--- src/rtl/sfp_pkg.sv ---
// Shared fixed-point width helpers for the
// raytracer datapath arithmetic stages.
package sfp_pkg;

  function automatic int mul_iw(input int iw_a,
                                input int iw_b);
    return iw_a + iw_b;
  endfunction

  function automatic int mul_qw(input int qw_a,
                                input int qw_b);
    return qw_a + qw_b;
  endfunction

  // integer growth of an n-term sum
  function automatic int add_grow(input int n);
    return $clog2(n);
  endfunction

endpackage

--- src/rtl/sfp_pipe_reg.sv ---
// Generic elastic valid/ready register slice,
// full throughput, holds data while stalled.
module sfp_pipe_reg #(
  parameter int W = 8
) (
  input  logic         clk,
  input  logic         rst,
  input  logic         in_valid,
  output logic         in_ready,
  input  logic [W-1:0] in_data,
  output logic         out_valid,
  input  logic         out_ready,
  output logic [W-1:0] out_data
);

  logic         valid_q;
  logic         valid_d;
  logic [W-1:0] data_q;
  logic [W-1:0] data_d;

  assign in_ready  = !valid_q || out_ready;
  assign out_valid = valid_q;
  assign out_data  = data_q;

  // data only moves on an accepted handshake
  always_comb begin
    valid_d = valid_q;
    data_d  = data_q;
    if (in_ready) begin
      valid_d = in_valid;
      if (in_valid) data_d = in_data;
    end
  end

  always_ff @(posedge clk) begin
    if (rst) begin
      valid_q <= 1'b0;
      data_q  <= '0;
    end else begin
      valid_q <= valid_d;
      data_q  <= data_d;
    end
  end

endmodule

--- src/rtl/sfp_dot3_pipe.sv ---
// Two-stage signed fixed-point 3-term dot
// product, full precision, elastic handshake.
module sfp_dot3_pipe
  import sfp_pkg::*;
#(
  parameter  int IW  = 4,
  parameter  int QW  = 12,
  localparam int WL  = IW + QW,
  localparam int OIW = mul_iw(IW, IW)
                     + add_grow(3),
  localparam int OQW = mul_qw(QW, QW),
  localparam int OWL = OIW + OQW
) (
  input  logic          clk,
  input  logic          rst,
  input  logic          in_valid,
  output logic          in_ready,
  input  logic [WL-1:0] a_x,
  input  logic [WL-1:0] a_y,
  input  logic [WL-1:0] a_z,
  input  logic [WL-1:0] b_x,
  input  logic [WL-1:0] b_y,
  input  logic [WL-1:0] b_z,
  output logic          out_valid,
  input  logic          out_ready,
  output logic [OWL-1:0] out_val
);

  localparam int PW = mul_iw(IW, IW)
                    + mul_qw(QW, QW);

  logic signed [PW-1:0] ax_e, ay_e, az_e;
  logic signed [PW-1:0] bx_e, by_e, bz_e;
  logic signed [PW-1:0] px_d, py_d, pz_d;
  logic signed [PW-1:0] px_q, py_q, pz_q;
  logic signed [OWL-1:0] sum_d;

  logic [3*PW-1:0] s1_in;
  logic [3*PW-1:0] s1_out;
  logic            s1_valid;
  logic            s1_ready;
  logic [OWL-1:0]  s2_out;

  assign ax_e = PW'($signed(a_x));
  assign ay_e = PW'($signed(a_y));
  assign az_e = PW'($signed(a_z));
  assign bx_e = PW'($signed(b_x));
  assign by_e = PW'($signed(b_y));
  assign bz_e = PW'($signed(b_z));

  assign px_d = ax_e * bx_e;
  assign py_d = ay_e * by_e;
  assign pz_d = az_e * bz_e;

  assign s1_in = {px_d, py_d, pz_d};

  sfp_pipe_reg #(
    .W(3*PW)
  ) u_s1 (
    .clk      (clk),
    .rst      (rst),
    .in_valid (in_valid),
    .in_ready (in_ready),
    .in_data  (s1_in),
    .out_valid(s1_valid),
    .out_ready(s1_ready),
    .out_data (s1_out)
  );

  assign {px_q, py_q, pz_q} = s1_out;

  // two bits of growth make the sum exact
  assign sum_d = OWL'(px_q)
               + OWL'(py_q)
               + OWL'(pz_q);

  sfp_pipe_reg #(
    .W(OWL)
  ) u_s2 (
    .clk      (clk),
    .rst      (rst),
    .in_valid (s1_valid),
    .in_ready (s1_ready),
    .in_data  (sum_d),
    .out_valid(out_valid),
    .out_ready(out_ready),
    .out_data (s2_out)
  );

  assign out_val = s2_out;

endmodule

--- config.mk ---
export PLATFORM = sky130hd
export DESIGN_NAME = sfp_dot3_pipe
export DESIGN_NICKNAME = d
export VERILOG_FILES = /design/src/rtl/sfp_pkg.sv /design/src/rtl/sfp_pipe_reg.sv /design/src/rtl/sfp_dot3_pipe.sv
export SDC_FILE = /design/constraint.sdc
export NUM_CORES = 2
export LEC_CHECK = 0
export CAP_MARGIN = 20
export CORE_UTILIZATION = 62
export DETAILED_ROUTE_END_ITERATION = 16
export DONT_BUFFER_PORTS = 1
export GPL_TIMING_DRIVEN = 0
export PLACE_DENSITY_LB_ADDON = 0.25
export SYNTH_ARGS = -nofsm -noshare
export SYNTH_HDL_FRONTEND = slang
export SYNTH_HIERARCHICAL = 1
export SYNTH_SLANG_ARGS = --single-unit
--- constraint.sdc ---
create_clock -name clk -period 20.4 [get_ports clk]
set_input_delay 4.08 -clock clk [delete_from_list [all_inputs] [get_ports clk]]
set_output_delay 4.08 -clock clk [all_outputs]
set_load 0.005 [all_outputs]
* Word level (Yosys, flattened, before mapping) *
Index checks and enable logic that the tools add are counted.

word-level totals
  register bits after elaboration = 132
  bits of input ports = 100
  word-level logic and storage cells = 15

cells by class
  add/subtract/negate cells = 2
  multiply operators = 3
  reductions and logical operators = 6

operators with widths
  operator            number
  $mul A16 B16 Y32    3
  $add A33 B32 Y34    1
  $add A32 B32 Y33    1
  $reduce_and A2 Y1   2
  $logic_not A1 Y1    2
  $logic_or A1 B1 Y1  2

* Depth between registers and ports, before layout *
  word-level depth = 4
  mapped depth = 26
  gate-level depth less buffers = 25

* Hierarchy *
Netlist, hierarchy kept.

modules (own cells, without submodules)
  module               times used  cells an instance  area an instance (um^2)  seq. area each (um^2)
  sfp_dot3_pipe        1           3495               31547.8                  0.0
  sfp_pipe_reg (u_s1)  1           442                4411.7                   1941.9
  sfp_pipe_reg (u_s2)  1           160                1659.1                   700.7

* Least setup slack after synthesis *
OpenSTA, ideal clock, no wires.

  path type = in2reg
  from = input port b_x[1]
  to = register u_s1.data_q[95], in the netlist u_s1/out_data[95]
  setup time = 0.070 ns
  arrival time = 9.729 ns
  required time = 20.330 ns
  path slack = 10.601 ns
  stages = 23
  path buffers = 1
  cells stage by stage = clkbuf_1 -> nand2_1 -> inv_1 -> fa_1 -> fa_1 -> fa_1 -> fa_1 -> fa_1 -> inv_1 -> fa_1 -> inv_1 -> ha_1 -> a21o_1 -> a21o_1 -> a21oi_1 -> nor2_1 -> a21oi_1 -> o211ai_1 -> a31o_2 -> a31oi_1 -> xnor2_1 -> nand3_1 -> a21oi_1

on the way
  longest elaborated chain between the ends = 1

ends and longest elaborated chain
  what                  line                 RTL
  start, declared       sfp_dot3_pipe.sv:21  input logic [WL-1:0] b_x,
  $mul A16 B16 Y32      sfp_dot3_pipe.sv:51  assign px_d = ax_e * bx_e;
  via px_d[31]          sfp_dot3_pipe.sv:34  logic signed [PW-1:0] px_d, py_d, pz_d;
  end signal, assigned  sfp_pipe_reg.sv:41   data_q <= data_d;
  end, declared         sfp_pipe_reg.sv:18   logic [W-1:0] data_q;

The timed path passes the listed nets, and every way through them passes these cells.
A chain may end at the register's enable or synchronous reset.

* Worst setup path after layout *
  from = input port b_y[7]
  to = register u_s1.data_q[63], in the netlist u_s1/out_data[63]

on the way
  longest elaborated chain between the ends = 1

ends and longest elaborated chain
  what              line                 RTL
  start, declared   sfp_dot3_pipe.sv:22  input logic [WL-1:0] b_y,
  $mul A16 B16 Y32  sfp_dot3_pipe.sv:52  assign py_d = ay_e * by_e;
  via py_d[31]      sfp_dot3_pipe.sv:34

The timed path passes the listed nets, and every way through them passes these cells.

==> flow_summary.toml <==
[status]
status = "complete, no violations"

[grt]
grt_pass1_vias = 29036
antenna_found_initial = 1
grt_usage = 0.319
grt_start_max_net_pins = 17
grt_overflow_total = 0
grt_pass1_wl_mm = 152

[timing]
tightest_slew_ps = 706
fmax_mhz = 94.1
maxSlewViolCount = 0
fin_crit_sh = 0.521
finalHoldViolCount = 0
setup_violations = 0
rsz0062_at_grt = "false"
skew_ps = 9.90
slew_headroom = 0.530
post-route-min-period_ps = 10630
setup_tns_ps = 0

[cts]
cts_resized = 0
root_buffer = "clkbuf_16"
clkLatencyLatePin_ps = 430
post_cts_buffers = 0
cts_buffers = 17
max-clock-path-buffers = 2
hold_buffers = 0
cts_max_level = 4
path_clk_slew_ps = 70
tritoncts = "built"
cts_sinks = 132

[synth]
async_reset_ff_frac = 0
yosysWarnings = 6
synth_fp_nets = 5294
ys.flop_type = "dfxtp_1"
synthesis.area_mm2 = 0.0376
syn-instance-count = 4097
avgSynthCellArea_um2 = 9.18
synth_cell_types = 73
ys_ff_latch = 132
ys_seq_area_frac = 0.0702
synth_edf_count = 0

[final_layout]
nets = 5313
final_common_cell = "inv_1"
fillers = 4919
instances_no_fill = 4902
area_growth_pct = 4.14
most-common-layout-cells = "inv_1, fa_1, nand2_1"
antenna_cells = 0
drive_gt1_frac = 0.0562

[routing]
dr.pass1.iters = 5
drc = 0
vias = 27681
ant_nets = 0
wl_mm = 93.3
wl_per_cell_um = 19.0
vias_per_cell = 5.65
drtIter0Drc = 1855

[placement]
placedCellCount = 4870
port_buffers = 0
dp_hpwl_mm = 80.5
gp_congestion = 0.986

[floorplan]
die_height_um = 248
start_util = 0.633
die_w_um = 248
dieArea_mm2 = 0.0617
io_pins = 136
num_rows = 89
core_area_mm2 = 0.0595

[run]
maxCapViolCount = 0

[hold_path]
min_path_type = "reg2reg"

[critical_path]
worstPathArrival_ps = 10990
worst-setup-path-type = "in2reg"
end_kind = "flip-flop"
crit_required_ps = 20760
critPathMaxFanout = 10
critPathLaunchType = "input port"
per-stage QoR:
stage | hold slack, ps | instance area, µm² | setup slack (ps) | util
detailed placement | 587 | 38600 | 9360 | 0.649
CTS | 602 | 39200 | 9760 | 0.659
global placement | 570 | 38600 | 9330 | 0.649
floorplan | 555 | 37600 | 10600 | -
global route | 617 | 39200 | 9380 | 0.659
finish | 603 | 39200 | 9770 | 0.659
sequential cells by signal (all words and copies together) (netlist names):
signal,cells
u_s1/out_data,96
u_s1/out_valid,1
u_s2/out_data,34
u_s2/out_valid,1
worst paths after layout:
check	from	endpoint	slack [ps]	cells after the start
worst max-delay path	b_y[7]	u_s1/out_data[63]	9770	24
worst min-delay path	u_s1/out_data[9]	u_s1/out_data[9]	600	2
worst max register to register	u_s1/out_data[64]	u_s2/out_data[31]	16360	17
worst min register to register	u_s1/out_data[9]	u_s1/out_data[9]	600	2
layout make-up:
type / instances / area, µm² / area share
Clock inverter: 15 / 166 / 0.00425
Buffer: 173 / 792 / 0.0202
Tap cell: 773 / 967 / 0.0247
Clock buffer: 17 / 425 / 0.0109
Sequential cell: 132 / 2640 / 0.0675
Inverter: 890 / 3340 / 0.0853
Multi-Input combinational cell: 2902 / 30800 / 0.787
layer usage:
metal  GRT usage  part of all wire  routed length [µm]  up-vias
met5           0                 0                   0        -
met4       0.108             0.037                3420        0
li1            -                 -                   -    12515
met1       0.426              0.41               38000    14043
met2       0.541              0.50               46200      905
met3      0.0381             0.061                5680      218
worst max-delay path: stages:
cell and delay (ps):
clkbuf_1 410, nand2_1 150, fa_1 560, inv_1 50
fa_1 490, inv_1 50, fa_1 530, inv_1 50
fa_1 510, fa_1 510, inv_1 50, fa_1 480
inv_1 40, ha_1 350, nand2_1 140, nor3_1 410
nand2_1 170, a211oi_2 440, o2111ai_2 220, a31oi_1 360
nor4_1 80, a311oi_1 470, nand3_1 220, a21oi_2 160
synth_stat cells, types with 29 or more instances:
| cell type | instances | area, µm² |
|---|---|---|
| and2_1 | 360 | 2250 |
| fa_1 | 819 | 16400 |
| a21bo_2 | 35 | 350 |
| nand3_1 | 152 | 761 |
| a21o_1 | 43 | 323 |
| inv_1 | 889 | 3340 |
| nand2_1 | 426 | 1600 |
| a21oi_2 | 99 | 867 |
| xor2_1 | 29 | 254 |
| ha_1 | 278 | 3480 |
| clkbuf_1 | 125 | 469 |
| a21oi_1 | 116 | 581 |
| a21bo_1 | 96 | 961 |
| dfxtp_1 | 132 | 2640 |
| nor2_1 | 84 | 315 |
| o21ai_0 | 45 | 225 |
| xnor2_1 | 98 | 858 |
kinds of logic after synthesis:
| group | count (synthesis) | synth area share |
|---|---|---|
| simple gates | 1123 | 0.148 |
| fa+ha+maj | 1097 | 0.528 |
| buf+inv | 1063 | 0.110 |
| compound gates | 555 | 0.114 |
| flops | 132 | 0.0702 |
| xor+xnor | 127 | 0.0296 |
Power is left out: the tool's default activity adds up to more than one toggle a clock period on the data nets, which glitch-free logic cannot reach.
